[config.mk]
export PLATFORM = sky130hd
export DESIGN_NAME = buffer_reader_flat
export DESIGN_NICKNAME = d
export VERILOG_FILES = /design/src/rtl/buffer_reader_if.sv /design/src/rtl/buffer_reader.sv /design/src/flat_wrapper.sv
export SDC_FILE = /design/constraint.sdc
export NUM_CORES = 1
export LEC_CHECK = 0
export ABC_AREA = 1
export CAP_MARGIN = 20
export CORE_AREA = 2 2 68 70
export DETAILED_ROUTE_END_ITERATION = 7
export DIE_AREA = 0 0 70 72
export GPL_ROUTABILITY_DRIVEN = 0
export MAX_ROUTING_LAYER = met4
export PLACE_DENSITY_LB_ADDON = 0.12
export SLEW_MARGIN = 15
export SYNTH_ARGS = -nofsm -noshare
export SYNTH_HDL_FRONTEND = slang
export SYNTH_SLANG_ARGS = --single-unit
[constraint.sdc]
create_clock -name clk -period 2.2 [get_ports clk]
set_input_delay 0.44 -clock clk [delete_from_list [all_inputs] [get_ports clk]]
set_output_delay 0.44 -clock clk [all_outputs]
set_load 0.01 [all_outputs]
[src/rtl/buffer_reader_if.sv]
// rtl/buffer_reader_if.sv - output word stream between buffer_reader and its consumer
interface buffer_reader_if #(
    parameter int WORD_WIDTH = 8
);
    logic                  m_valid;
    logic                  m_ready;
    logic [WORD_WIDTH-1:0] m_data;
    logic                  m_last;

    modport master (output m_valid, output m_data, output m_last, input m_ready);
    modport slave  (input m_valid, input m_data, input m_last, output m_ready);
endinterface

[src/rtl/buffer_reader.sv]
// rtl/buffer_reader.sv - walks a contiguous range of the buffer and streams the words out
// The first word loads as SETTLE ends, so buf_q is sampled only after the settle cycle.
module buffer_reader #(
    parameter int ADDR_WIDTH = 10,
    parameter int WORD_WIDTH = 8,
    parameter int LEN_WIDTH  = 11
) (
    input  logic                  clk,
    input  logic                  reset,
    input  logic                  start_i,
    input  logic [ADDR_WIDTH-1:0] base_i,
    input  logic [LEN_WIDTH-1:0]  len_i,
    output logic                  busy_o,
    output logic                  done_o,
    output logic [ADDR_WIDTH-1:0] buf_a_o,
    input  logic [WORD_WIDTH-1:0] buf_q_i,
    buffer_reader_if.master       m_if
);

    typedef enum logic [1:0] {IDLE, SETTLE, STREAM, DONE} state_t;

    state_t                state_q, state_d;
    logic [ADDR_WIDTH-1:0] buf_a_q, buf_a_d;
    logic [LEN_WIDTH-1:0]  remaining_q, remaining_d;
    logic                  m_valid_q, m_valid_d;
    logic [WORD_WIDTH-1:0] m_data_q, m_data_d;
    logic                  m_last_q, m_last_d;
    logic                  load;

    assign load = ((state_q == SETTLE) || (state_q == STREAM))
                  && (remaining_q != '0)
                  && (!m_valid_q || m_if.m_ready);

    always_comb begin
        state_d     = state_q;
        buf_a_d     = buf_a_q;
        remaining_d = remaining_q;
        m_valid_d   = m_valid_q;
        m_data_d    = m_data_q;
        m_last_d    = m_last_q;

        case (state_q)
            IDLE: begin
                if (start_i) begin
                    buf_a_d     = base_i;
                    remaining_d = len_i;
                    state_d     = SETTLE;
                end
            end
            SETTLE:  state_d = (remaining_q == '0) ? DONE : STREAM;
            STREAM: begin
                if (m_valid_q && m_if.m_ready && m_last_q) begin
                    state_d = DONE;
                end
            end
            DONE:    state_d = IDLE;
            default: state_d = IDLE;
        endcase

        // A fresh word replaces the accepted one in the same cycle (no bubble).
        if (load) begin
            m_data_d    = buf_q_i;
            m_valid_d   = 1'b1;
            m_last_d    = (remaining_q == LEN_WIDTH'(1));
            buf_a_d     = buf_a_q + ADDR_WIDTH'(1);
            remaining_d = remaining_q - LEN_WIDTH'(1);
        end else if (m_valid_q && m_if.m_ready) begin
            m_valid_d = 1'b0;
            m_last_d  = 1'b0;
        end
    end

    always_ff @(posedge clk) begin
        if (reset) begin
            state_q     <= IDLE;
            buf_a_q     <= '0;
            remaining_q <= '0;
            m_valid_q   <= 1'b0;
            m_data_q    <= '0;
            m_last_q    <= 1'b0;
        end else begin
            state_q     <= state_d;
            buf_a_q     <= buf_a_d;
            remaining_q <= remaining_d;
            m_valid_q   <= m_valid_d;
            m_data_q    <= m_data_d;
            m_last_q    <= m_last_d;
        end
    end

    assign busy_o       = (state_q != IDLE);
    assign done_o       = (state_q == DONE);
    assign buf_a_o      = buf_a_q;
    assign m_if.m_valid = m_valid_q;
    assign m_if.m_data  = m_data_q;
    assign m_if.m_last  = m_last_q;

endmodule

[src/flat_wrapper.sv]
// flat-port wrapper written by rule: the top's interface ports become plain ports
module buffer_reader_flat 
#(
    parameter int ADDR_WIDTH = 10,
    parameter int WORD_WIDTH = 8,
    parameter int LEN_WIDTH  = 11
)
  (clk, reset, start_i, base_i, len_i, busy_o, done_o, buf_a_o, buf_q_i, m_if_m_valid, m_if_m_data, m_if_m_last, m_if_m_ready);
  buffer_reader_if #(.WORD_WIDTH(WORD_WIDTH)) m_if_i ();
  input  logic clk;
  input  logic reset;
  input  logic start_i;
  input  logic [ADDR_WIDTH-1:0] base_i;
  input  logic [LEN_WIDTH-1:0] len_i;
  output logic busy_o;
  output logic done_o;
  output logic [ADDR_WIDTH-1:0] buf_a_o;
  input  logic [WORD_WIDTH-1:0] buf_q_i;
  output wire logic [$bits(m_if_i.m_valid)-1:0] m_if_m_valid;
  output wire logic [$bits(m_if_i.m_data)-1:0] m_if_m_data;
  output wire logic [$bits(m_if_i.m_last)-1:0] m_if_m_last;
  input wire logic [$bits(m_if_i.m_ready)-1:0] m_if_m_ready;
  assign m_if_m_valid = m_if_i.m_valid;
  assign m_if_m_data = m_if_i.m_data;
  assign m_if_m_last = m_if_i.m_last;
  assign m_if_i.m_ready = m_if_m_ready;
  buffer_reader #(.ADDR_WIDTH(ADDR_WIDTH), .WORD_WIDTH(WORD_WIDTH), .LEN_WIDTH(LEN_WIDTH)) u_core (.clk(clk), .reset(reset), .start_i(start_i), .base_i(base_i), .len_i(len_i), .busy_o(busy_o), .done_o(done_o), .buf_a_o(buf_a_o), .buf_q_i(buf_q_i), .m_if(m_if_i));
endmodule
==> results.json <==
{
  "run_status": "complete, no violations",
  "cts_repair_resize_count": 0,
  "tritoncts": "built",
  "hold-path-endpoint": "u_core.m_if.m_data[1]",
  "routed_wl_um": 4800,
  "synth_top_cell_area_share_pct": 32.8,
  "grt_overflow": 0,
  "crit_path_max_incr_delay_ns": 0.54,
  "path_buf_inv": 3,
  "clock_sinks": 33,
  "holdCritStartpoint": "u_core.m_if.m_data[1]",
  "report.final.slew_viol_count": 0,
  "grtUsageTotal_pct": 20.6,
  "detail_route.iter0.violations": 111,
  "f_max_mhz": 486,
  "worstHoldPathCells": 2,
  "std_cell_rows": 24,
  "synth.avg_cell_area_sq_um": 6.56,
  "critical_path.max_fanout": 5,
  "yosys.area_share.adder_pct": 4.97,
  "first_global_vias": 1963,
  "postSynthCellCount": 307,
  "synth-simple-area-share_pct": 34.7,
  "final_design_area_no_fill_sq_um": 2710,
  "synth.ff_latch_count": 33,
  "grt_antenna_before_repair": 0,
  "cellPowerDensity_nw_per_um2": 1550,
  "rrSetupSlack_ns": 0.41,
  "final_core_utilization_pct": 63.5,
  "detailed_place.area_sq_um": 2590,
  "cp.arrival_ns": 1.62,
  "htree_num_levels": 2,
  "min_period_over_period_pct": 93.4,
  "worst_slew_margin_rel_pct": 66.9,
  "final-hold-violation-count": 0,
  "rsz0062_at_grt": "false",
  "crit_path_frequent_cell": "sky130_fd_sc_hd__inv_1",
  "ys_types": 24,
  "yosys.area_share.xor_xnor_pct": 3.92,
  "placeableCoreArea_sq_um": 4260,
  "via_count": 1997,
  "synth-compound-area-share_pct": 13.5,
  "die_h_um": 72,
  "detailedRoute.firstPassIterationCount": 4,
  "maxCapViolations": 0,
  "tightest_slew_ns": 0.495,
  "report.final.setup_viol": 0,
  "cts_inserted_buffers": 5,
  "drc": 0,
  "layout.nets": 402,
  "seq_area_frac_synth_pct": 32.8,
  "path_class": "reg2out",
  "power.total_mw": 4.20,
  "worstPathRequired_ns": 1.76,
  "synth_ff_type": "sky130_fd_sc_hd__dfxtp_1",
  "post_synth_instance_area_sq_um": 2010,
  "worstSkewPairLatency_ns": 0.29,
  "placement.io_buffers": 54,
  "crit_family": "buffers and inverters",
  "detailed_route_vias_per_instance": 4.82,
  "cts-root-buf": "sky130_fd_sc_hd__clkbuf_8",
  "post_synth_most_frequent_cells": "sky130_fd_sc_hd__nand2_1, sky130_fd_sc_hd__dfxtp_1, sky130_fd_sc_hd__a21oi_1",
  "start_kind": "flop",
  "r2r-start": "u_core.remaining_q[0]",
  "ant_nets": 0,
  "synthDominantAreaCellType": "sky130_fd_sc_hd__dfxtp_1",
  "die_area_sq_um": 5040,
  "start_util_pct": 47.2,
  "register_clock_pin_slew_on_the_reported_worst_setup_and_hold_paths_ns": 0.08,
  "crit_path_end_kind": "output port",
  "post_route_cells_drive_above_1_share_pct": 7.18,
  "area_delta_synth_final_pct": 34.6,
  "diodes": 0,
  "largest_family_of_logic_cells_by_synthesized_area": "simple AND/OR/NAND/NOR gates",
  "die_x_um": 70,
  "filler_cell_count": 418,
  "post_syn_nets": 348,
  "skew_ns": 0.00619,
  "synth_most_common_cell": "sky130_fd_sc_hd__nand2_1",
  "grt_start_max_net_pins": 36,
  "ys_top_cells_by_area": "sky130_fd_sc_hd__dfxtp_1, sky130_fd_sc_hd__nand2_1, sky130_fd_sc_hd__a21oi_1, sky130_fd_sc_hd__nand3_1, sky130_fd_sc_hd__inv_1",
  "ys_warn_count": 0,
  "grt_pass1_wl_um": 8180,
  "setup-tns-final_ns": 0,
  "cts-root-to-sink-buffers": 2,
  "min_path_type": "reg2reg",
  "worstRegToRegCells": 10,
  "synth.mux.area_fraction_pct": 0,
  "cts_setup_buffers": 0,
  "critical_path.cell_chain": "inv_1 -> ha_1 -> inv_1 -> clkdlybuf4s50_1",
  "ir_worst_vdd_mv": 0.954,
  "period_needed_ns": 2.06,
  "r2r_path_end": "u_core.remaining_q[9]",
  "cts_hold_repair.buffers": 0,
  "post-dp-hpwl_um": 3320,
  "slowest_stage": "sky130_fd_sc_hd__clkdlybuf4s50_1",
  "async_flop_share_pct": 0,
  "number_of_i_o_pins": 55,
  "power.static_leakage_nw": 1.18,
  "synth_enable_flop_cells": 0,
  "wl_per_cell_um": 11.6
}
worst max-delay path by stage:
stage | startpoint | endpoint | slack [ns] | cells past startpoint
2_1_floorplan | u_core.state_q[0] | u_core.remaining_q[0] | 0.68 | 8
6_report | u_core.state_q[0] | busy_o | 0.14 | 4
3_3_place_gp | m_if_m_ready | u_core.remaining_q[1] | 0.29 | 9
5_1_grt | u_core.state_q[0] | busy_o | 0.05 | 4
3_5_place_dp | m_if_m_ready | u_core.buf_a_o[0] | 0.23 | 8
4_1_cts | u_core.state_q[0] | busy_o | 0.13 | 4
stage by stage:
step           hold WS [ns]  setup WS (ns)  std cells
2_1_floorplan         0.434          0.680        307
3_3_place_gp          0.455          0.295        406
3_5_place_dp          0.461          0.232        406
4_1_cts               0.474          0.129        414
5_1_grt               0.499         0.0510        414
6_report              0.469          0.144        414
kinds of logic after synthesis:
group | Yosys count
simple gates | 158
compound gates | 54
buf+inv | 45
flops | 33
xor+xnor | 9
fa+ha+maj | 8
where the power goes:
part           internal, mW  switching (mW)
combinational          1.06            1.44
clock                 0.339           0.256
sequential            0.860           0.248
total                  2.26            1.94
per-layer routing:
layer / wire length [um] / global-route usage, % / up-vias
met3: 234 / 4.31 / 8
li1: - / - / 1083
met2: 2300 / 36.6 / 46
met5: 0 / - / -
met1: 2190 / 23.3 / 860
met4: 68 / 6.84 / 0
state kept, by name, summed over array words and instances (netlist names):
register and cells:
u_core.remaining_q 11, u_core.m_if.m_valid 1, u_core.buf_a_o 10, u_core.m_if.m_data 8, u_core.m_if.m_last 1, u_core.state_q 2
area by class of cell:
type | count | area [sq um] | area share [%]
Clock buffer | 5 | 68.8 | 2.54
Clock inverter | 3 | 46.3 | 1.71
Inverter | 32 | 120 | 4.43
Multi-Input combinational cell | 229 | 1150 | 42.4
Sequential cell | 33 | 661 | 24.4
Tap cell | 52 | 65.1 | 2.40
Timing Repair Buffer | 60 | 598 | 22.1
cells in the final DEF, fill, tap and decap left out, drive strengths merged, types with 2 or more instances in the layout:
| master | synthesis | routed |
|---|---|---|
| buf | 7 | 6 |
| nor3 | 2 | 2 |
| ha | 8 | 8 |
| a21oi | 31 | 31 |
| nand4 | 3 | 3 |
| nand3 | 30 | 30 |
| o21ai | 22 | 22 |
| clkbuf | 6 | 5 |
| nand2 | 98 | 98 |
| dfxtp | 33 | 33 |
| nor2 | 23 | 23 |
| inv | 32 | 32 |
| clkdlybuf4s50 | 0 | 54 |
| xor2 | 8 | 8 |
| nand3b | 2 | 2 |
worst reg2reg max path, stage by stage, from the launching register on:
cell	delay (ns)
sky130_fd_sc_hd__dfxtp_1	0.36
sky130_fd_sc_hd__inv_1	0.08
sky130_fd_sc_hd__ha_1	0.23
sky130_fd_sc_hd__nand2_2	0.10
sky130_fd_sc_hd__nor2_4	0.06
sky130_fd_sc_hd__nand3_4	0.12
sky130_fd_sc_hd__nand2_2	0.09
sky130_fd_sc_hd__nor2_4	0.40
sky130_fd_sc_hd__nand2_1	0.12
sky130_fd_sc_hd__nand2_1	0.08
sky130_fd_sc_hd__a21oi_1	0.05
Power figures use the tool's default switching activity.
